===== config.mk =====
export PLATFORM = sky130hd
export DESIGN_NAME = fila_ctrl
export DESIGN_NICKNAME = d
export VERILOG_FILES = /design/src/rtl/fila_pkg.sv /design/src/rtl/arbitro_2.sv /design/src/rtl/fila_ctrl.sv
export SDC_FILE = /design/constraint.sdc
export NUM_CORES = 1
export LEC_CHECK = 0
export BUFFER_PORTS_ARGS = -buffer_cell sky130_fd_sc_hd__buf_2
export CORE_MARGIN = 4
export CORE_UTILIZATION = 46
export CTS_BUF_LIST = sky130_fd_sc_hd__clkbuf_8
export DETAILED_ROUTE_END_ITERATION = 8
export PLACE_DENSITY = 0.76
export SYNTH_ARGS = -nofsm -noshare
export SYNTH_HDL_FRONTEND = slang
export SYNTH_SLANG_ARGS = --single-unit
export TNS_END_PERCENT = 5

===== constraint.sdc =====
create_clock -name clk_10KHz -period 4.9 [get_ports clk_10KHz]
set_clock_uncertainty 0.05 [all_clocks]
set_input_delay 0.245 -clock clk_10KHz [delete_from_list [all_inputs] [get_ports clk_10KHz]]
set_output_delay 0.245 -clock clk_10KHz [all_outputs]
set_load 0.02 [all_outputs]

===== src/rtl/fila_pkg.sv =====
// Shared definitions for the fila queue controller: FSM states, operation
// codes, queue geometry and a small grant-decoding helper.
package fila_pkg;

  localparam int FILA_DEPTH  = 8;
  localparam int FILA_DATA_W = 8;

  localparam logic OP_ENQ = 1'b0;
  localparam logic OP_DEQ = 1'b1;

  typedef enum logic [2:0] {
    IDLE  = 3'd0,
    ENQ   = 3'd1,
    DEQ_A = 3'd2,
    DEQ_B = 3'd3,
    ACK   = 3'd4
  } fila_state_e;

  // Turn a granted client index into its one-hot acknowledge pattern.
  function automatic logic [1:0] client_onehot(input logic idx);
    if (idx) begin
      client_onehot = 2'b10;
    end else begin
      client_onehot = 2'b01;
    end
  endfunction

endpackage


===== src/rtl/arbitro_2.sv =====
// Two-way request arbiter for fila_ctrl.
// FILA_CTRL_RR_EN defined  : round-robin; on contention the client not served
//                            last wins, pointer updated on every grant.
// FILA_CTRL_RR_EN undefined: fixed priority, client 0 always wins.
module arbitro_2 (
`ifdef FILA_CTRL_RR_EN
  input  logic       clk_10KHz,
  input  logic       reset,
  input  logic       grant_en,
`endif
  input  logic [1:0] req,
  output logic       gnt_vld,
  output logic       gnt_idx
);

`ifdef FILA_CTRL_RR_EN
  // Client that wins the next contention; 0 out of reset.
  logic prio_r;

  // Select a requester, using the pointer only when both are asking.
  always_comb begin
    gnt_vld = req[0] | req[1];
    if (req == 2'b11) begin
      gnt_idx = prio_r;
    end else if (req[1]) begin
      gnt_idx = 1'b1;
    end else begin
      gnt_idx = 1'b0;
    end
  end

  // Hand priority to the other client after every grant, rejected or not.
  always_ff @(posedge clk_10KHz or negedge reset) begin
    if (!reset) begin
      prio_r <= 1'b0;
    end else if (grant_en && gnt_vld) begin
      prio_r <= ~gnt_idx;
    end else begin
      prio_r <= prio_r;
    end
  end
`else
  // Fixed priority: client 0 wins whenever it requests.
  always_comb begin
    gnt_vld = req[0] | req[1];
    if (req[0]) begin
      gnt_idx = 1'b0;
    end else begin
      gnt_idx = 1'b1;
    end
  end
`endif

endmodule


===== src/rtl/fila_ctrl.sv =====
// Two-client sequencer for the 8-entry fila queue. Arbitrates requests,
// spaces the enqueue/dequeue strobes so only one queue operation is in
// flight, tracks occupancy locally and rejects overflow/underflow.
// Optional macro FILA_CTRL_RR_EN selects round-robin arbitration.
module fila_ctrl
  import fila_pkg::*;
#(
  parameter int DATA_W = FILA_DATA_W,
  parameter int DEPTH  = FILA_DEPTH
) (
  input  logic              clk_10KHz,
  input  logic              reset,
  input  logic [1:0]        req,
  input  logic [1:0]        op,
  input  logic [DATA_W-1:0] wr_data_0,
  input  logic [DATA_W-1:0] wr_data_1,
  output logic [1:0]        ack,
  output logic              err,
  output logic [DATA_W-1:0] rd_data,
  output logic [3:0]        count_out,
  output logic [DATA_W-1:0] q_data_in,
  output logic              q_enqueue,
  output logic              q_dequeue,
  input  logic [DATA_W-1:0] q_data_out
);

  localparam logic [3:0] DEPTH_C = 4'(DEPTH);

  fila_state_e       state_r;
  logic              gnt_r;
  logic [1:0]        ack_r;
  logic              err_r;
  logic [DATA_W-1:0] rd_data_r;
  logic [3:0]        count_r;
  logic [DATA_W-1:0] q_data_in_r;
  logic              q_enqueue_r;
  logic              q_dequeue_r;

  logic              gnt_vld_s;
  logic              gnt_idx_s;
  logic              grant_en_s;
  logic              op_s;
  logic [DATA_W-1:0] wdata_s;

  assign grant_en_s = (state_r == IDLE);

  arbitro_2 u_arbitro_2 (
`ifdef FILA_CTRL_RR_EN
    .clk_10KHz (clk_10KHz),
    .reset     (reset),
    .grant_en  (grant_en_s),
`endif
    .req       (req),
    .gnt_vld   (gnt_vld_s),
    .gnt_idx   (gnt_idx_s)
  );

  // Route the granted client's operation and write data.
  always_comb begin
    if (gnt_idx_s) begin
      op_s    = op[1];
      wdata_s = wr_data_1;
    end else begin
      op_s    = op[0];
      wdata_s = wr_data_0;
    end
  end

  // Controller FSM: every output is set on the edge entering its cycle.
  always_ff @(posedge clk_10KHz or negedge reset) begin
    if (!reset) begin
      state_r     <= IDLE;
      gnt_r       <= 1'b0;
      ack_r       <= 2'b00;
      err_r       <= 1'b0;
      rd_data_r   <= '0;
      count_r     <= 4'd0;
      q_data_in_r <= '0;
      q_enqueue_r <= 1'b0;
      q_dequeue_r <= 1'b0;
    end else begin
      case (state_r)
        IDLE: begin
          ack_r       <= 2'b00;
          err_r       <= 1'b0;
          q_enqueue_r <= 1'b0;
          q_dequeue_r <= 1'b0;
          if (gnt_vld_s && grant_en_s) begin
            gnt_r <= gnt_idx_s;
            if (op_s == OP_ENQ) begin
              if (count_r == DEPTH_C) begin
                // Overflow: acknowledge with error in the grant cycle.
                ack_r   <= client_onehot(gnt_idx_s);
                err_r   <= 1'b1;
                state_r <= ACK;
              end else begin
                q_enqueue_r <= 1'b1;
                q_data_in_r <= wdata_s;
                state_r     <= ENQ;
              end
            end else begin
              if (count_r == 4'd0) begin
                // Underflow: rd_data is left as it was.
                ack_r   <= client_onehot(gnt_idx_s);
                err_r   <= 1'b1;
                state_r <= ACK;
              end else begin
                q_dequeue_r <= 1'b1;
                state_r     <= DEQ_A;
              end
            end
          end else begin
            state_r <= IDLE;
          end
        end
        ENQ: begin
          q_enqueue_r <= 1'b0;
          q_data_in_r <= '0;
          count_r     <= count_r + 4'd1;
          ack_r       <= client_onehot(gnt_r);
          err_r       <= 1'b0;
          state_r     <= ACK;
        end
        DEQ_A: begin
          // Queue loads data_out at this edge; next cycle it shifts.
          q_dequeue_r <= 1'b0;
          state_r     <= DEQ_B;
        end
        DEQ_B: begin
          rd_data_r <= q_data_out;
          count_r   <= count_r - 4'd1;
          ack_r     <= client_onehot(gnt_r);
          err_r     <= 1'b0;
          state_r   <= ACK;
        end
        ACK: begin
          ack_r   <= 2'b00;
          err_r   <= 1'b0;
          state_r <= IDLE;
        end
        default: begin
          ack_r       <= 2'b00;
          err_r       <= 1'b0;
          q_enqueue_r <= 1'b0;
          q_dequeue_r <= 1'b0;
          state_r     <= IDLE;
        end
      endcase
    end
  end

  assign ack       = ack_r;
  assign err       = err_r;
  assign rd_data   = rd_data_r;
  assign count_out = count_r;
  assign q_data_in = q_data_in_r;
  assign q_enqueue = q_enqueue_r;
  assign q_dequeue = q_dequeue_r;

endmodule


==> impl_results.md <==
* R2r worst-path depth at 7
* Initial Utilization at 0.494
* Library cells used by synthesis at 33
* R2R setup slack at 2680 ps
* Synth Cell Area at 1410 µm²
* Largest cells by area after synthesis: dfrtp_1 52%, mux2i_1 12%, mux2_2 7.2%, o21ai_0 3.2%, xnor2_1 2.5%
* Clk network pwr share at 0.166
* Chip Height at 63.3 µm
* CTS Buf Count at 5
* Sw power at between 400 and 500 µW
* Multi-input logic area at ~640 µm²
* Drt pass-1 iters at 4
* F_max at 451 MHz
* Ant diodes at 0
* Gr ovfl total at 0
* RR Endpoint: count_out[2]
* Logic pwr share at 0.439
* CTS root buffer: clkbuf_8
* Syn nets at 151
* Sw frac at 0.412
* Worst r2r src: state_r[0]
* Worst path slowest cell: dfrtp_1
* Slew @ Worst Pin at between 600 and 700 ps
* CP most frequent cell: xnor2_1
* Fin cells at 205
* Peak VDD IR at approximately 350 µV
* DP Wirelength at 2.26 mm
* Vias at between 1000 and 1500
* Syn Inst Count at 120
* Initial antenna violation count at 0
* # fillers at ~230
* Startpoint Class: flop
* Post-CTS Setup Repair Bufs at 0
* Cells along the critical path: nor2b_1, nand2_2, xnor2_1, ha_1, nor3b_1, o21ai_0, xnor2_1
* Synth area leader: dfrtp_1
* Max_slew headroom at 0.580
* Critical path class: flop to flop
* Arr. time, crit path at around 2300 ps
* TNS Setup at 0 ps
* Int Power at 673 µW
* HP Start: q_data_out[6]
* Most common cell after layout, fill and taps aside: buf_2
* Post-route ant nets at 0
* Top FF cell, synth: dfrtp_1
* Seq pwr share at 0.395
* Async SR Flop Fraction at 1.00
* Die area at roughly 4000 µm²
* Reg clk slew, reported paths at about 60 ps
* Max-slew violations at 0
* Crit path from: state_r[0]
* Post-DR vias/cell at 5.31
* Ports at 55
* Endpoints failing hold at 0
* Clk_lat worst skew at roughly 280 ps
* Nets@finish at between 200 and 250
* GP Congestion at 0.863
* H-Tree Depth at 2
* Hold crit path type: primary input to flop
* Total Routing Usage GR at 0.168
* Post-layout min period at around 2200 ps
* Post-synth EDFFs at 0
* Longest Clk Path Bufs at 2
* Register area at 726 µm²
* Final setup violation count at 0
* Required time worst endpoint at roughly 5000 ps
* Seq/Total Area, Yosys at 0.515
* Clock Sinks at 29
* Layout cell share with drive strength beyond 1 at 0.414
* Row count at 19
* PD cells at approximately 650 nW/µm²
* Delay of the slowest critical-path stage at roughly 480 ps
* CTS tree: done
* CP Max Fanout at 9
* First-pass GRT wire length at a little over 5 mm
* Vias in the first global route at ~1100
* Placed Cells at 197
* Area of the core at 2850 µm²
* Synthesized area per cell at 11.7 µm²
* Final core utilization at 0.621
* Drt wl/cell at 14.6 µm
* Pleak at between 0.0008 and 0.0009 µW
* Final Cycle Share at 0.452
* Worst setup path endpoint: count_out[2]
* Critical path depth at 7
* Largest net degree at the start of global routing at 30
* Drt initial violations at a little under 100
* RSZ-0062 raised after global routing: no
* Max Cap Viol at 0
* DRC at 0
* Largest delay share family, worst path: simple AND/OR/NAND/NOR gates
* Yosys warning total at 0
* Share of the synthesized area in the top cell type at 0.515
* Worst path bufs/invs at 0
* Commonest non-fill, non-tap cells in the layout: 54 x buf_2, 29 x dfrtp_1, 17 x mux2i_1
* Status: complete, no violations
* Worst Setup End Kind: flop
* FF+latch count, synth at 29
* Port Buffers at 54
* Layout area overhead at 25.8%
* Die Wd at around 63 µm
* Routed Wire Length at 2.99 mm
## power by group through the flow
| stage | clock network [µW] | registers (µW) | logic [µW] |
|---|---|---|---|
| floorplan | 0 | 536 | 267 |
| global placement | 0 | 450 | 495 |
| detailed placement | 0 | 455 | 509 |
| CTS | 194 | 453 | 511 |
| global route | 212 | 472 | 555 |
| finish | 190 | 452 | 503 |
## synth_stat cells, drive strengths merged, types with 3 or more instances
master  count
mux2i      17
buf         6
nor2b       5
o21ai       9
dfrtp      29
xnor2       4
a21oi       4
nand2      10
xor2        3
mux2        9
## routing by layer
layer,track usage,vias to the layer above,routed length [µm]
met4,0.0566,0,38
li1,-,533,-
met5,0,-,0
met1,0.193,511,1240
met2,0.274,40,1480
met3,0.0782,5,230
## per-stage QoR
stage                     power (µW)  setup WS (ps)  hold WS [ps]  cell area (µm²)
after floorplan                  803           3100          -101             1410
after global placement           945           2800           247             1680
after detailed placement         964           2670           254             1680
after CTS                       1160           2660           146             1770
after global routing            1240           2380           139             1770
final                           1150           2680           151             1770
## area by class of cell
type | count | share of cell area
multi-input cells | 82 | 0.359
clock buffers | 6 | 0.0466
well taps | 31 | 0.0219
clock inverters | 1 | 0.00212
repair buffers | 55 | 0.158
inverters | 1 | 0.00212
flip-flops and latches | 29 | 0.410
## how the worst min path moves through the flow
stage | to | cells past startpoint
2_1_floorplan | ack[0] | 0
3_3_place_gp | err | 1
4_1_cts | rd_data[6] | 2
5_1_grt | rd_data[6] | 2
6_report | rd_data[6] | 2
3_5_place_dp | err | 1
## repair_timing
item | CTS | global route
resized for setup | 0 | 0
endpoints found under the hold margin | 29 | 0
hold buffers | 1 | 0
## sequential cells by signal, summed over array words and instances (netlist names)
signal and count:
q_data_in 8, rd_data 8, count_out 4, state_r 3, ack 2, err 1
gnt_r 1, q_dequeue 1, q_enqueue 1
## logic make-up after synthesis
| family | synth area share |
|---|---|
| AO/OA/AOI/OAI | 0.0835 |
| XOR/XNOR | 0.0435 |
| adder cells (fa/ha/maj) | 0.00888 |
| buffers and inverters | 0.0329 |
| flip-flops | 0.515 |
| multiplexers | 0.193 |
| AND/OR/NAND/NOR | 0.123 |
Power figures use the tool's default switching activity.
